===== src/rtl/note_seq_pkg.sv =====
// Shared constants for the note sequencer: FSM state codes and song ROM entry layout.
package note_seq_pkg;

   localparam int unsigned NOTE_W   = 8;
   localparam int unsigned DUR_W    = 16;
   localparam int unsigned NOTE_LSB = DUR_W;

   // An entry whose duration field equals this value terminates the song.
   localparam int unsigned TERM_DURATION = 0;

   localparam logic [2:0] S_IDLE      = 3'd0;
   localparam logic [2:0] S_FETCH     = 3'd1;
   localparam logic [2:0] S_WAIT_DATA = 3'd2;
   localparam logic [2:0] S_PLAY      = 3'd3;
   localparam logic [2:0] S_GAP       = 3'd4;

endpackage


===== src/rtl/note_sequencer_if.sv =====
// Bus between the note sequencer, its song ROM, its control source and the note voice.
interface note_sequencer_if
   import note_seq_pkg::*;
#(
   parameter int unsigned ADDR_WIDTH = 8,
   parameter int unsigned DUR_WIDTH  = 16
);
   logic                          start;
   logic                          stop;
   logic                          loop_en;
   logic [ADDR_WIDTH-1:0]         song_base;
   logic [ADDR_WIDTH-1:0]         rom_addr;
   logic                          rom_rd_en;
   logic [NOTE_W+DUR_WIDTH-1:0]   rom_data;
   logic [NOTE_W-1:0]             noteid;
   logic                          note_strobe;
   logic                          busy;
   logic                          done;

   modport master (
      input  start, stop, loop_en, song_base, rom_data,
      output rom_addr, rom_rd_en, noteid, note_strobe, busy, done
   );

   modport slave (
      output start, stop, loop_en, song_base, rom_data,
      input  rom_addr, rom_rd_en, noteid, note_strobe, busy, done
   );
endinterface


===== src/rtl/tick_timer.sv =====
// Tick prescaler plus duration down-counter; o_expire_c flags the last cycle of a loaded interval.
module tick_timer #(
   parameter int unsigned TICK_CYCLES = 120_000,
   parameter int unsigned DUR_WIDTH   = 16
) (
   input  logic                 i_clk,
   input  logic                 i_rst,
   input  logic                 i_load,
   input  logic [DUR_WIDTH-1:0] i_ticks,
   output logic                 o_expire_c
);
   localparam int unsigned    PRE_W    = (TICK_CYCLES > 1) ? $clog2(TICK_CYCLES) : 1;
   localparam logic [PRE_W-1:0] PRE_LAST = PRE_W'(TICK_CYCLES - 1);

   logic [PRE_W-1:0]     r_pre;
   logic [DUR_WIDTH-1:0] r_ticks;
   logic                 w_tick_end;

   assign w_tick_end = (r_pre == PRE_LAST);
   assign o_expire_c = w_tick_end && (r_ticks == DUR_WIDTH'(1));

   // A load restarts the prescaler so partial ticks never carry over.
   always_ff @(posedge i_clk) begin
      if (i_rst) begin
         r_pre   <= '0;
         r_ticks <= '0;
      end else if (i_load) begin
         r_pre   <= '0;
         r_ticks <= i_ticks;
      end else if (r_ticks != '0) begin
         if (w_tick_end) begin
            r_pre   <= '0;
            r_ticks <= r_ticks - DUR_WIDTH'(1);
         end else begin
            r_pre   <= r_pre + PRE_W'(1);
         end
      end
   end
endmodule


===== src/rtl/note_sequencer.sv =====
// Melody player: walks {noteid, duration} entries of a song ROM and drives the note voice,
// inserting a silent gap after each note so repeated notes retrigger.
module note_sequencer
   import note_seq_pkg::*;
#(
   parameter int unsigned TICK_CYCLES = 120_000,
   parameter int unsigned GAP_TICKS   = 10,
   parameter int unsigned ADDR_WIDTH  = 8,
   parameter int unsigned DUR_WIDTH   = DUR_W
) (
   input  logic             i_clk,
   input  logic             i_rst,
   note_sequencer_if.master bus
);
   localparam int unsigned NOTE_OFS = NOTE_LSB + DUR_WIDTH - DUR_W;
   localparam logic        HAS_GAP  = (GAP_TICKS != 0);

   logic [2:0]            r_state;
   logic [2:0]            w_state_nxt;
   logic [ADDR_WIDTH-1:0] r_ptr;
   logic [ADDR_WIDTH-1:0] w_ptr_nxt;
   logic [ADDR_WIDTH-1:0] r_rom_addr;
   logic [ADDR_WIDTH-1:0] w_addr_nxt;
   logic                  r_rd_en;
   logic                  w_rd_en_nxt;
   logic [NOTE_W-1:0]     r_noteid;
   logic [NOTE_W-1:0]     w_noteid_nxt;
   logic                  r_strobe;
   logic                  w_strobe_nxt;
   logic                  r_busy;
   logic                  r_done;
   logic                  w_done_nxt;
   logic                  w_load;
   logic [DUR_WIDTH-1:0]  w_load_ticks;
   logic                  w_expire;
   logic [DUR_WIDTH-1:0]  w_dur;
   logic [NOTE_W-1:0]     w_note;

   assign w_dur  = bus.rom_data[DUR_WIDTH-1:0];
   assign w_note = bus.rom_data[NOTE_OFS +: NOTE_W];

   tick_timer #(
      .TICK_CYCLES (TICK_CYCLES),
      .DUR_WIDTH   (DUR_WIDTH)
   ) u_tick_timer (
      .i_clk      (i_clk),
      .i_rst      (i_rst),
      .i_load     (w_load),
      .i_ticks    (w_load_ticks),
      .o_expire_c (w_expire)
   );

   // Next-state and next-output logic; stop overrides everything in a non-idle state.
   always_comb begin
      w_state_nxt  = r_state;
      w_ptr_nxt    = r_ptr;
      w_addr_nxt   = r_rom_addr;
      w_rd_en_nxt  = 1'b0;
      w_noteid_nxt = r_noteid;
      w_strobe_nxt = 1'b0;
      w_done_nxt   = 1'b0;
      w_load       = 1'b0;
      w_load_ticks = w_dur;

      if ((r_state != S_IDLE) && bus.stop) begin
         w_state_nxt  = S_IDLE;
         w_noteid_nxt = '0;
      end else begin
         case (r_state)
            S_IDLE: begin
               if (bus.start && !bus.stop) begin
                  w_ptr_nxt   = bus.song_base;
                  w_addr_nxt  = bus.song_base;
                  w_rd_en_nxt = 1'b1;
                  w_state_nxt = S_FETCH;
               end
            end
            S_FETCH: begin
               w_state_nxt = S_WAIT_DATA;
            end
            S_WAIT_DATA: begin
               if (w_dur == DUR_WIDTH'(TERM_DURATION)) begin
                  if (bus.loop_en) begin
                     w_ptr_nxt   = bus.song_base;
                     w_addr_nxt  = bus.song_base;
                     w_rd_en_nxt = 1'b1;
                     w_state_nxt = S_FETCH;
                  end else begin
                     w_done_nxt   = 1'b1;
                     w_noteid_nxt = '0;
                     w_state_nxt  = S_IDLE;
                  end
               end else begin
                  w_noteid_nxt = w_note;
                  w_strobe_nxt = 1'b1;
                  w_load       = 1'b1;
                  w_load_ticks = w_dur;
                  w_ptr_nxt    = r_ptr + ADDR_WIDTH'(1);
                  w_state_nxt  = S_PLAY;
               end
            end
            S_PLAY: begin
               if (w_expire) begin
                  if (HAS_GAP) begin
                     w_noteid_nxt = '0;
                     w_load       = 1'b1;
                     w_load_ticks = DUR_WIDTH'(GAP_TICKS);
                     w_state_nxt  = S_GAP;
                  end else begin
                     w_addr_nxt  = r_ptr;
                     w_rd_en_nxt = 1'b1;
                     w_state_nxt = S_FETCH;
                  end
               end
            end
            S_GAP: begin
               if (w_expire) begin
                  w_addr_nxt  = r_ptr;
                  w_rd_en_nxt = 1'b1;
                  w_state_nxt = S_FETCH;
               end
            end
            default: begin
               w_state_nxt = S_IDLE;
            end
         endcase
      end
   end

   always_ff @(posedge i_clk) begin
      if (i_rst) begin
         r_state    <= S_IDLE;
         r_ptr      <= '0;
         r_rom_addr <= '0;
         r_rd_en    <= 1'b0;
         r_noteid   <= '0;
         r_strobe   <= 1'b0;
         r_busy     <= 1'b0;
         r_done     <= 1'b0;
      end else begin
         r_state    <= w_state_nxt;
         r_ptr      <= w_ptr_nxt;
         r_rom_addr <= w_addr_nxt;
         r_rd_en    <= w_rd_en_nxt;
         r_noteid   <= w_noteid_nxt;
         r_strobe   <= w_strobe_nxt;
         r_busy     <= (w_state_nxt != S_IDLE);
         r_done     <= w_done_nxt;
      end
   end

   assign bus.rom_addr    = r_rom_addr;
   assign bus.rom_rd_en   = r_rd_en;
   assign bus.noteid      = r_noteid;
   assign bus.note_strobe = r_strobe;
   assign bus.busy        = r_busy;
   assign bus.done        = r_done;
endmodule

===== src/flat_wrapper.sv =====
// flat-port wrapper written by rule: the top's interface ports become plain ports
module note_sequencer_flat import note_seq_pkg::*;
#(
   parameter int unsigned TICK_CYCLES = 120_000,
   parameter int unsigned GAP_TICKS   = 10,
   parameter int unsigned ADDR_WIDTH  = 8,
   parameter int unsigned DUR_WIDTH   = DUR_W
)
  (i_clk, i_rst, bus_start, bus_stop, bus_loop_en, bus_song_base, bus_rom_data, bus_rom_addr, bus_rom_rd_en, bus_noteid, bus_note_strobe, bus_busy, bus_done);
  note_sequencer_if #(.ADDR_WIDTH(ADDR_WIDTH), .DUR_WIDTH(DUR_WIDTH)) bus_i ();
  input  logic i_clk;
  input  logic i_rst;
  input wire logic [$bits(bus_i.start)-1:0] bus_start;
  input wire logic [$bits(bus_i.stop)-1:0] bus_stop;
  input wire logic [$bits(bus_i.loop_en)-1:0] bus_loop_en;
  input wire logic [$bits(bus_i.song_base)-1:0] bus_song_base;
  input wire logic [$bits(bus_i.rom_data)-1:0] bus_rom_data;
  output wire logic [$bits(bus_i.rom_addr)-1:0] bus_rom_addr;
  output wire logic [$bits(bus_i.rom_rd_en)-1:0] bus_rom_rd_en;
  output wire logic [$bits(bus_i.noteid)-1:0] bus_noteid;
  output wire logic [$bits(bus_i.note_strobe)-1:0] bus_note_strobe;
  output wire logic [$bits(bus_i.busy)-1:0] bus_busy;
  output wire logic [$bits(bus_i.done)-1:0] bus_done;
  assign bus_i.start = bus_start;
  assign bus_i.stop = bus_stop;
  assign bus_i.loop_en = bus_loop_en;
  assign bus_i.song_base = bus_song_base;
  assign bus_i.rom_data = bus_rom_data;
  assign bus_rom_addr = bus_i.rom_addr;
  assign bus_rom_rd_en = bus_i.rom_rd_en;
  assign bus_noteid = bus_i.noteid;
  assign bus_note_strobe = bus_i.note_strobe;
  assign bus_busy = bus_i.busy;
  assign bus_done = bus_i.done;
  note_sequencer #(.TICK_CYCLES(TICK_CYCLES), .GAP_TICKS(GAP_TICKS), .ADDR_WIDTH(ADDR_WIDTH), .DUR_WIDTH(DUR_WIDTH)) u_core (.i_clk(i_clk), .i_rst(i_rst), .bus(bus_i));
endmodule

===== config.mk =====
export PLATFORM = sky130hd
export DESIGN_NAME = note_sequencer_flat
export DESIGN_NICKNAME = d
export VERILOG_FILES = /design/src/rtl/note_seq_pkg.sv /design/src/rtl/note_sequencer_if.sv /design/src/rtl/tick_timer.sv /design/src/rtl/note_sequencer.sv /design/src/flat_wrapper.sv
export SDC_FILE = /design/constraint.sdc
export NUM_CORES = 1
export LEC_CHECK = 0
export CORE_ASPECT_RATIO = 0.75
export CORE_UTILIZATION = 58
export CTS_CLUSTER_DIAMETER = 200
export DETAILED_ROUTE_END_ITERATION = 16
export PLACE_DENSITY = 0.89
export SLEW_MARGIN = 20
export SYNTH_ARGS = -nofsm -noshare
export SYNTH_HDL_FRONTEND = slang
export SYNTH_SLANG_ARGS = --single-unit

===== constraint.sdc =====
create_clock -name i_clk -period 4.7 [get_ports i_clk]
set_clock_uncertainty 0.05 [all_clocks]
set_input_delay 0.705 -clock i_clk [delete_from_list [all_inputs] [get_ports i_clk]]
set_output_delay 0.705 -clock i_clk [all_outputs]
set_load 0.01 [all_outputs]

==> impl_metrics.json <==
{
  "cp_slowest_cell": "or4_4",
  "synthArstFlopShare_pct": 0,
  "vias_per_cell": 6.45,
  "path_cells": "clkdlybuf4s50_1, or4_4, or4_1, buf_4, and3_1, nor2_1, nand2_1, o211ai_1",
  "synth_area_mm2": 0.00348,
  "min_period_over_period_pct": 76.6,
  "clockBufferDepth": 2,
  "start_kind": "primary input",
  "yosysUniqueCellTypes": 58,
  "critPathBufInv": 2,
  "synth_top_area_share_pct": 36.8,
  "hold_end": "u_core.bus.noteid[0]$_SDFFE_PP0P_",
  "initial_core_util_pct": 60.0,
  "maxSlewViolCount": 0,
  "hold-path-cell-count": 2,
  "ios": 57,
  "core_area_mm2": 0.00580,
  "grt_usage_pct": 32.0,
  "hold_violations": 0,
  "drive_gt1_share_pct": 7.88,
  "yosysTopAreaCell": "dfxtp_1",
  "antenna_cells": 0,
  "avgSynthCellArea_um2": 8.11,
  "critPathRequiredTime_ns": 4.92,
  "tns_ns": 0,
  "synth-main-ff-cell": "dfxtp_1",
  "worst-path-stages": 8,
  "p_leak_nw": 1.44,
  "synth-seq-area-share_pct": 36.8,
  "dieArea_mm2": 0.00632,
  "worstMarginPinSlew_ns": 1.13,
  "hold_buffers": 0,
  "period_minus_slack_ns": 3.60,
  "endpoint_kind": "flip-flop",
  "path_class": "in2reg",
  "grt_pass1_wl_mm": 16.1,
  "place_congestion": 0.944,
  "area_delta_synth_final_pct": 22.6,
  "wl_mm": 9.61,
  "dp_slack_ns": 0.781,
  "dr.first_iter.drc_count": 372,
  "vias": 3612,
  "num-nets-final": 520,
  "cts_setup_buffers": 0,
  "syn_inst": 429,
  "worst_hold_path_type": "reg2reg",
  "r2r_end": "u_core.u_tick_timer.r_ticks[11]$_SDFFE_PP0P_",
  "ir_worst_vdd_mv": 0.192,
  "wl_per_cell_um": 17.2,
  "synth_seq_cells": 64,
  "die_y_um": 69.1,
  "synth_edf_count": 0,
  "antenna_found_initial": 0,
  "regArea_mm2": 0.00128,
  "synth_warnings": 0,
  "fmax_mhz": 278,
  "numCtsBuffers": 9,
  "ctsResizeCount": 0,
  "worst_slack_ns": 1.10,
  "maxCapViolCount": 0,
  "max_stage_delay_ns": 0.58,
  "antenna_left": 0,
  "dr.pass1.iters": 5,
  "worstSkewPairLatency_ns": 0.35,
  "portBuffers": 56,
  "r2r_setup_slack_ns": 1.64,
  "grt_max_degree": 20,
  "route.detailed.drc": 0,
  "status": "complete, no violations",
  "slew_headroom_pct": 24.6,
  "synthesis.nets": 471,
  "overflow": 0,
  "finalSetupViolations": 0,
  "rr_worst_depth": 6,
  "crit_family": "simple AND/OR/NAND/NOR gates",
  "path_clk_slew_ns": 0.07,
  "die_width_um": 91.4,
  "n_fill_cell": 456,
  "dp_hpwl_mm": 6.57,
  "crit_arrival_ns": 3.82,
  "cts_root_buffer": "clkbuf_8",
  "p_per_area_mw_per_mm2": 338,
  "grt_pass1_vias": 3342,
  "rsz0062_at_grt": "false",
  "ctsHtreeMaxLevel": 3,
  "r2r-start": "u_core.u_tick_timer.r_ticks[2]$_SDFFE_PP0P_",
  "clock_sink_count": 64,
  "path_max_fanout": 18,
  "cts_tree": "built",
  "min_from": "u_core.bus.noteid[0]$_SDFFE_PP0P_",
  "placementRows": 24,
  "multiInputGateArea_mm2": 0.00207,
  "yosys-top-cells-area": "dfxtp_1 (37%), a21oi_1 (7.3%), nand2_1 (4.3%)"
}
## per-layer routing
layer  vias to the layer above  GRT usage, %  share of wire [%]
met4                         0          12.0                1.9
met5                         -             0                  0
met2                       205          49.4                 46
li1                       1711             -                  -
met3                        22          8.83                9.2
met1                      1674          42.5                 43
## flip-flops by register name, summed over array words and instances (netlist names)
register                     count
u_core.bus.note_strobe           1
u_core.u_tick_timer.r_ticks     16
u_core.r_state                   3
u_core.bus.rom_addr              8
u_core.bus.rom_rd_en             1
u_core.u_tick_timer.r_pre       17
u_core.bus.noteid                8
u_core.bus.busy                  1
u_core.bus.done                  1
u_core.r_ptr                     8
## cell usage in the layout (no fill, tap or decap), drive strengths merged, types with 5 or more instances in the layout
cell type / synthesis / final
dfxtp: 64 / 64
clkdlybuf4s50: 0 / 56
a21oi: 51 / 51
nand2: 40 / 40
nor2: 39 / 39
nand3: 19 / 19
nor3: 17 / 17
o21ai: 15 / 15
clkbuf: 19 / 12
xnor2: 11 / 11
nand4: 11 / 11
and3: 10 / 10
mux2i: 9 / 9
a311oi: 8 / 8
buf: 7 / 8
or4: 8 / 8
nor4: 8 / 8
inv: 7 / 7
xor2: 7 / 7
o32ai: 5 / 5
a31oi: 5 / 5
ha: 5 / 5
nor3b: 5 / 5
## cells in the mapped netlist (all sizes together), types with 2 or more instances
cell	instances
dfxtp	64
a21oi	51
nand2	40
nor2	39
clkbuf	19
nand3	19
nor3	17
o21ai	15
nand4	11
xnor2	11
and3	10
mux2i	9
a311oi	8
nor4	8
or4	8
buf	7
inv	7
xor2	7
a31oi	5
ha	5
nor3b	5
o32ai	5
a211oi	4
a32oi	4
nand3b	4
or2	4
a22oi	3
and2	3
nor2b	3
o211ai	3
o22ai	3
o41ai	3
or3	3
nand4b	2
o2111ai	2
o211a	2
o31ai	2
## layout make-up
type / instances / share of cell area (%)
multi-input cells: 332 / 48.5
flip-flops and latches: 64 / 30.0
repair buffers: 64 / 14.5
clock buffers: 12 / 3.64
well taps: 78 / 2.29
inverters: 7 / 0.616
clock inverters: 3 / 0.411
## power by group
group	leakage (nW)	internal (W)	switching, W
Combinational	0.830	0.000161	0.000234
Clock	0.0882	0.000215	0.000214
Sequential	0.520	0.000580	0.0000353
## per-stage QoR
| stage | hold slack [ns] | instances | instance area [um2] | utilization (%) | power (W) |
|---|---|---|---|---|---|
| after global routing | 0.418 | 560 | 4270 | 73.6 | 0.00151 |
| final | 0.405 | 560 | 4270 | 73.6 | 0.00144 |
| after global placement | 0.391 | 545 | 4090 | 70.6 | 0.000997 |
| after CTS | 0.405 | 560 | 4260 | 73.6 | 0.00144 |
| after detailed placement | 0.395 | 545 | 4090 | 70.6 | 0.00101 |
| after floorplan | 0.395 | 429 | 3480 | - | 0.000883 |
## kinds of logic after synthesis
kind of cell / after synthesis / synth area share [%]
and+or+nand+nor: 178 / 27.1
buffers and inverters: 33 / 3.99
muxes: 10 / 2.91
AOI/OAI and AO/OA: 121 / 22.9
xor gates and xnor gates: 18 / 4.53
DFF: 64 / 36.8
adders and majority gates: 5 / 1.80
## worst max path at each step
stage,startpoint,to,slack [ns]
5_1_grt,bus_rom_data[4],u_core.u_tick_timer.r_ticks[11]$_SDFFE_PP0P_,0.95
4_1_cts,bus_rom_data[6],u_core.u_tick_timer.r_ticks[11]$_SDFFE_PP0P_,1.16
3_3_place_gp,bus_rom_data[6],u_core.u_tick_timer.r_ticks[11]$_SDFFE_PP0P_,0.89
2_1_floorplan,bus_rom_data[6],u_core.u_tick_timer.r_ticks[2]$_SDFFE_PP0P_,1.78
6_report,bus_rom_data[6],u_core.u_tick_timer.r_ticks[11]$_SDFFE_PP0P_,1.10
3_5_place_dp,bus_rom_data[6],u_core.u_tick_timer.r_ticks[11]$_SDFFE_PP0P_,0.78
## worst register-to-register path, delay by kind of cell (launching register included)
kind / cells / cell delay (ns)
simple gates: 3 / 1.60
flops: 1 / 0.35
compound gates: 3 / 0.99
No activity file was read; power rests on OpenSTA's default activity.
